File: config.mk
export PLATFORM = sky130hd
export DESIGN_NAME = sensor_ctrl
export DESIGN_NICKNAME = d
export VERILOG_FILES = /design/src/rtl/sensor_pkg.sv /design/src/rtl/sensor_ctrl_therm_enc.sv /design/src/rtl/sensor_ctrl.sv
export SDC_FILE = /design/constraint.sdc
export NUM_CORES = 1
export LEC_CHECK = 0
export CORE_ASPECT_RATIO = 0.6
export CORE_MARGIN = 3
export CORE_UTILIZATION = 40
export DETAILED_ROUTE_END_ITERATION = 6
export GPL_TIMING_DRIVEN = 0
export HOLD_SLACK_MARGIN = 0.02
export PLACE_DENSITY = 0.72
export SKIP_LAST_GASP = 1
export SYNTH_ARGS = -nofsm -noshare
export SYNTH_HDL_FRONTEND = slang
export SYNTH_HIERARCHICAL = 1
export SYNTH_SLANG_ARGS = --single-unit
File: constraint.sdc
create_clock -name clk -period 6.55 [get_ports clk]
set_input_delay 0.9825 -clock clk [delete_from_list [all_inputs] [get_ports clk]]
set_output_delay 0.9825 -clock clk [all_outputs]
set_load 0.03 [all_outputs]
File: src/rtl/sensor_pkg.sv
// sensor_pkg: shared definitions for the delay-chain sensor controller.
//   state_e        - controller FSM states
//   SETTLE_CYC_DEF - default number of discarded cycles after start
//   dw_f()         - width needed to hold a depth value 0..n
package sensor_pkg;

  typedef enum logic [1:0] {
    S_IDLE   = 2'd0,
    S_SETTLE = 2'd1,
    S_SAMPLE = 2'd2,
    S_EVAL   = 2'd3
  } state_e;

  localparam int SETTLE_CYC_DEF = 2;

  function automatic int dw_f(input int n);
    return $clog2(n + 1);
  endfunction

endpackage

File: src/rtl/sensor_ctrl_therm_enc.sv
// therm_enc: combinational thermometer decoder for a delay-chain tap word.
//   tap    in  [N_DELAY-1:0] tap word, bit 0 nearest the chain input
//   depth  out [DW-1:0]      index of the first 0 (N_DELAY if all ones)
//   bubble out               a 1 exists somewhere above the first 0
module therm_enc
  import sensor_pkg::*;
#(
  parameter int N_DELAY = 16,
  localparam int DW = dw_f(N_DELAY)
) (
  input  logic [N_DELAY-1:0] tap,
  output logic [DW-1:0]      depth,
  output logic               bubble
);

  logic found;

  always_comb begin
    depth  = DW'(N_DELAY);
    bubble = 1'b0;
    found  = 1'b0;
    for (int i = 0; i < N_DELAY; i++) begin
      // Any 1 seen after the first 0 breaks the thermometer pattern.
      if (found && tap[i]) bubble = 1'b1;
      if (!found && !tap[i]) begin
        depth = DW'(i);
        found = 1'b1;
      end
    end
  end

endmodule

File: src/rtl/sensor_ctrl.sv
// sensor_ctrl: runs one timing measurement per start request. After start it
// discards SETTLE_CYC cycles, then tracks the minimum thermometer depth over
// max(n_samples,1) registered tap words, and reports in a one-cycle EVAL.
//   clk, rst     clock, asynchronous active-high reset
//   start        request a measurement (only honoured in IDLE)
//   n_samples    samples per measurement, 0 means 1 (latched at start)
//   threshold    minimum acceptable depth (latched at start)
//   taps         captured delay-chain tap word
//   alarm_clr    clears the sticky alarm
//   busy         not in IDLE
//   done         one-cycle pulse when results update
//   min_depth    minimum depth of the last completed measurement
//   bubble       last measurement saw a non-thermometer word
//   alarm        sticky: some measurement had min_depth < threshold
module sensor_ctrl
  import sensor_pkg::*;
#(
  parameter int N_DELAY    = 16,
  parameter int SETTLE_CYC = SETTLE_CYC_DEF,
  localparam int DW = dw_f(N_DELAY)
) (
  input  logic               clk,
  input  logic               rst,
  input  logic               start,
  input  logic [3:0]         n_samples,
  input  logic [DW-1:0]      threshold,
  input  logic [N_DELAY-1:0] taps,
  input  logic               alarm_clr,
  output logic               busy,
  output logic               done,
  output logic [DW-1:0]      min_depth,
  output logic               bubble,
  output logic               alarm
);

  // One counter serves both SETTLE and SAMPLE phases.
  localparam int CW = (dw_f(SETTLE_CYC) > 4) ? dw_f(SETTLE_CYC) : 4;

  state_e               state;
  logic [CW-1:0]        cnt;
  logic [3:0]           n_lat;
  logic [DW-1:0]        thr_lat;
  logic [N_DELAY-1:0]   tap_q;
  logic [DW-1:0]        run_min;
  logic                 run_bub;
  logic [DW-1:0]        enc_depth;
  logic                 enc_bub;

  therm_enc #(.N_DELAY(N_DELAY)) u_enc (
    .tap    (tap_q),
    .depth  (enc_depth),
    .bubble (enc_bub)
  );

  assign busy = (state != S_IDLE);

  always_ff @(posedge clk or posedge rst) begin
    if (rst) begin
      state     <= S_IDLE;
      cnt       <= '0;
      n_lat     <= '0;
      thr_lat   <= '0;
      tap_q     <= '0;
      run_min   <= DW'(N_DELAY);
      run_bub   <= 1'b0;
      min_depth <= DW'(N_DELAY);
      bubble    <= 1'b0;
      alarm     <= 1'b0;
      done      <= 1'b0;
    end else begin
      tap_q <= taps;
      done  <= 1'b0;
      // A set in EVAL below overrides this clear.
      if (alarm_clr) alarm <= 1'b0;

      case (state)
        S_IDLE: begin
          if (start) begin
            n_lat   <= (n_samples == 4'd0) ? 4'd1 : n_samples;
            thr_lat <= threshold;
            cnt     <= '0;
            run_min <= DW'(N_DELAY);
            run_bub <= 1'b0;
            state   <= (SETTLE_CYC == 0) ? S_SAMPLE : S_SETTLE;
          end
        end
        S_SETTLE: begin
          if (cnt == CW'(SETTLE_CYC - 1)) begin
            cnt     <= '0;
            run_min <= DW'(N_DELAY);
            run_bub <= 1'b0;
            state   <= S_SAMPLE;
          end else begin
            cnt <= cnt + CW'(1);
          end
        end
        S_SAMPLE: begin
          run_min <= (enc_depth < run_min) ? enc_depth : run_min;
          run_bub <= run_bub | enc_bub;
          if (cnt == CW'(n_lat - 4'd1)) begin
            cnt   <= '0;
            state <= S_EVAL;
          end else begin
            cnt <= cnt + CW'(1);
          end
        end
        S_EVAL: begin
          min_depth <= run_min;
          bubble    <= run_bub;
          if (run_min < thr_lat) alarm <= 1'b1;
          done  <= 1'b1;
          state <= S_IDLE;
        end
        default: state <= S_IDLE;
      endcase
    end
  end

endmodule

==> reports/summary.txt <==
ANT nets after route -> 0
MaxCap Viol Count -> 0
Number of global-route vias before repair -> 1,565
Top cells by area, synth -> dfrtp_1 (47%), ha_1 (8.7%), mux2_2 (6.9%)
DR vias/cell -> 4.87
Max Slew Vio Count -> 0
Most used cell, CP -> inv_1
CTS tree -> done
Sw frac -> 38.2%
P&R area growth vs syn -> 25.1%
Final period util -> 42.1%
P_int -> 0.629 mW
Via count -> 1,635
Die H -> 64.7 um
Flops & latches, synth -> 45
NetSw -> 0.389 mW
Min Tclk post-route -> 2.76 ns
First-pass GRT wire length -> 7320 um
Clk pwr share -> 16.8%
Outcome -> finished, final reports clean
Yosys warnings -> 6
Largest net degree at the start of global routing -> 27
DRC Markers -> 0
FP Rows -> 20
Top cell type's share of synthesized area -> 46.9%
FMAX -> 362 MHz
Htree depth -> 2
Total power -> 1.02 mW
Synth cell types -> 44
Multi-input logic area -> 1070 um2
Reg area -> 1130 um2
Setup bufs post-CTS -> 0
Syn avg cell area -> 10.8 um2
Clock tree buffer depth -> 2
Clock Pin Slew Worst Setup and Hold Paths -> 0.09 ns
Clock skew -> 0.0132 ns
Dpl hpwl -> 3370 um
P_leak -> 1.26 nW
# resized after CTS -> 0
Comb pwr share -> 44.1%
Layout cell share with drive strength beyond 1 -> 13.9%
Sum Neg Setup Slack -> 0 ns
Worst path max stage delay -> 0.66 ns
Global Route Usage Sum -> 13.6%
Worst-Skew Late Latency -> 0.30 ns
Commonest non-fill, non-tap cell in the layout -> dfrtp_1
Detailed Routing Iterations Pass 1 -> 4
RSZ-0062 raised after global routing -> no
Yosys top cell by area -> dfrtp_1
Core Region -> 5310 um2
CTS Sinks -> 45
Final hold vios -> 0
Worst Path Max Fanout -> 4
Initial core utilization -> 43.2%
Critical path type -> flop to output pin
Net count after synthesis -> 258
Peak VDD IR -> 0.136 mV
Hold Crit Class -> flop to flop
CTS Hold Bufs -> 0
Cell family with most CP delay -> buffers and inverters
Drt initial violations -> 53
Power per cell area -> 355 nW/um2
Pre-CTS setup slack -> 3.95 ns
Ports -> 38
Syn Inst Count -> 213
FILL cells -> 483
CP endpoint kind -> output pin
Final #Nets -> 303
Sequential power share -> 39.1%
Gpl congestion -> 0.833
Antenna cells -> 0
Post-synthesis sequential area ratio -> 49.2%
Final setup viols -> 0
I/O Buffers -> 37
Slowest CP cell -> clkdlybuf4s50_1
Commonest non-fill, non-tap cells in the layout -> dfrtp_1 (43), clkdlybuf4s50_1 (37), inv_1 (22), nand2_1 (17), ha_1 (16)
Worst Path Buf+Inv -> 3
Final Hold Slack -> 0.501 ns
CP required -> 5.57 ns
Cell Area, Synth -> 2290 um2
Wirelength per Cell -> 12.6 um
Die Width -> 104 um
Worst rel slew slack -> 70.8%
Initial antenna violation count -> 0
Root Buffer -> clkbuf_8
Critical Path AT -> 1.78 ns
Area of the die -> 6710 um2
DRT Wirelength -> 4230 um
Inserted Clock Buffers -> 5
CP Launch Type -> flop
CP Cell Sequence -> inv_1, ha_1, inv_1, clkdlybuf4s50_1
Worst slew pin tran -> 0.438 ns
GRT overflow -> 0
PnR worst setup slack -> 3.79 ns
## flip-flops by register name, indices dropped and copies added, names as in the netlist
signal     cells
alarm          1
run_bub        1
tap_q         16
bubble         1
n_lat          4
run_min        5
done           1
thr_lat        5
cnt            4
min_depth      5
state          2
## synthesized netlist by cell type (all sizes together)
cell	instances
a211oi	1
a21boi	2
a21o	3
a21oi	5
a221oi	2
a31oi	3
a32o	1
buf	1
clkbuf	1
dfrtp	43
dfstp	2
ha	16
inv	23
mux2	15
mux2i	2
nand2	17
nand2b	6
nand3	11
nand3b	1
nand4	3
nor2	10
nor2b	2
nor3	5
nor3b	2
o21ai	17
o22ai	1
o2bb2ai	1
o311ai	1
o31a	1
o31ai	6
or2	2
or3	1
or4	1
xnor2	2
xnor3	1
xor2	2
## power groups by stage
stage	registers (mW)	logic (mW)	clock network, mW
after floorplan	0.422	0.300	0
after global placement	0.403	0.436	0
after detailed placement	0.406	0.450	0
after CTS	0.400	0.456	0.178
after global routing	0.409	0.506	0.192
final	0.398	0.449	0.171
## worst reg2reg max path, delay by kind of cell (launching register included)
kind | cells | cell delay [ns]
AO/OA/AOI/OAI | 6 | 0.83
AND/OR/NAND/NOR | 5 | 1.20
flip-flops | 1 | 0.45
## cell families after synthesis
| family | count (synthesis) | share of synthesized area (%) |
|---|---|---|
| AO/OA/AOI/OAI | 44 | 13.3 |
| XOR/XNOR | 5 | 2.51 |
| adder cells (fa/ha/maj) | 16 | 8.73 |
| buffers and inverters | 25 | 4.15 |
| flip-flops | 45 | 49.2 |
| multiplexers | 17 | 8.24 |
| AND/OR/NAND/NOR | 61 | 13.9 |
## worst paths after layout
path,from,endpoint,slack [ns],cells past startpoint
min in group asynchronous,rst,tap_q[9],1.00,2
max reg2reg,tap_q[3],run_min[4],4.01,11
min,run_bub,bubble,0.50,1
max,state[0],busy,3.79,4
max in group asynchronous,rst,min_depth[4],4.99,3
min reg2reg,run_bub,bubble,0.50,1
## final cells by class
| class | count | share of cell area, % |
|---|---|---|
| multi-input combinational | 143 | 37.3 |
| tap | 77 | 3.36 |
| timing repair buffer | 38 | 13.6 |
| sequential | 45 | 39.3 |
| inverter | 23 | 3.01 |
| clock buffer | 6 | 2.53 |
| buffer | 2 | 0.305 |
| clock inverter | 2 | 0.567 |
## per-layer routing
layer / up-vias / global-route usage [%] / share of wire [%]
met5: - / 0 / 0
met4: 0 / 2.49 / 0.52
met3: 5 / 3.88 / 4.1
met2: 39 / 20.2 / 42
met1: 756 / 20.1 / 53
li1: 835 / - / -
## per-stage QoR
step / utilization [%] / instances / area, um2
floorplan: - / 213 / 2290
global placement: 52.0 / 327 / 2760
detailed placement: 52.4 / 328 / 2780
CTS: 54.1 / 336 / 2870
global route: 54.1 / 336 / 2870
finish: 54.1 / 336 / 2870
Note: power is estimated with default switching activity, not from simulation.
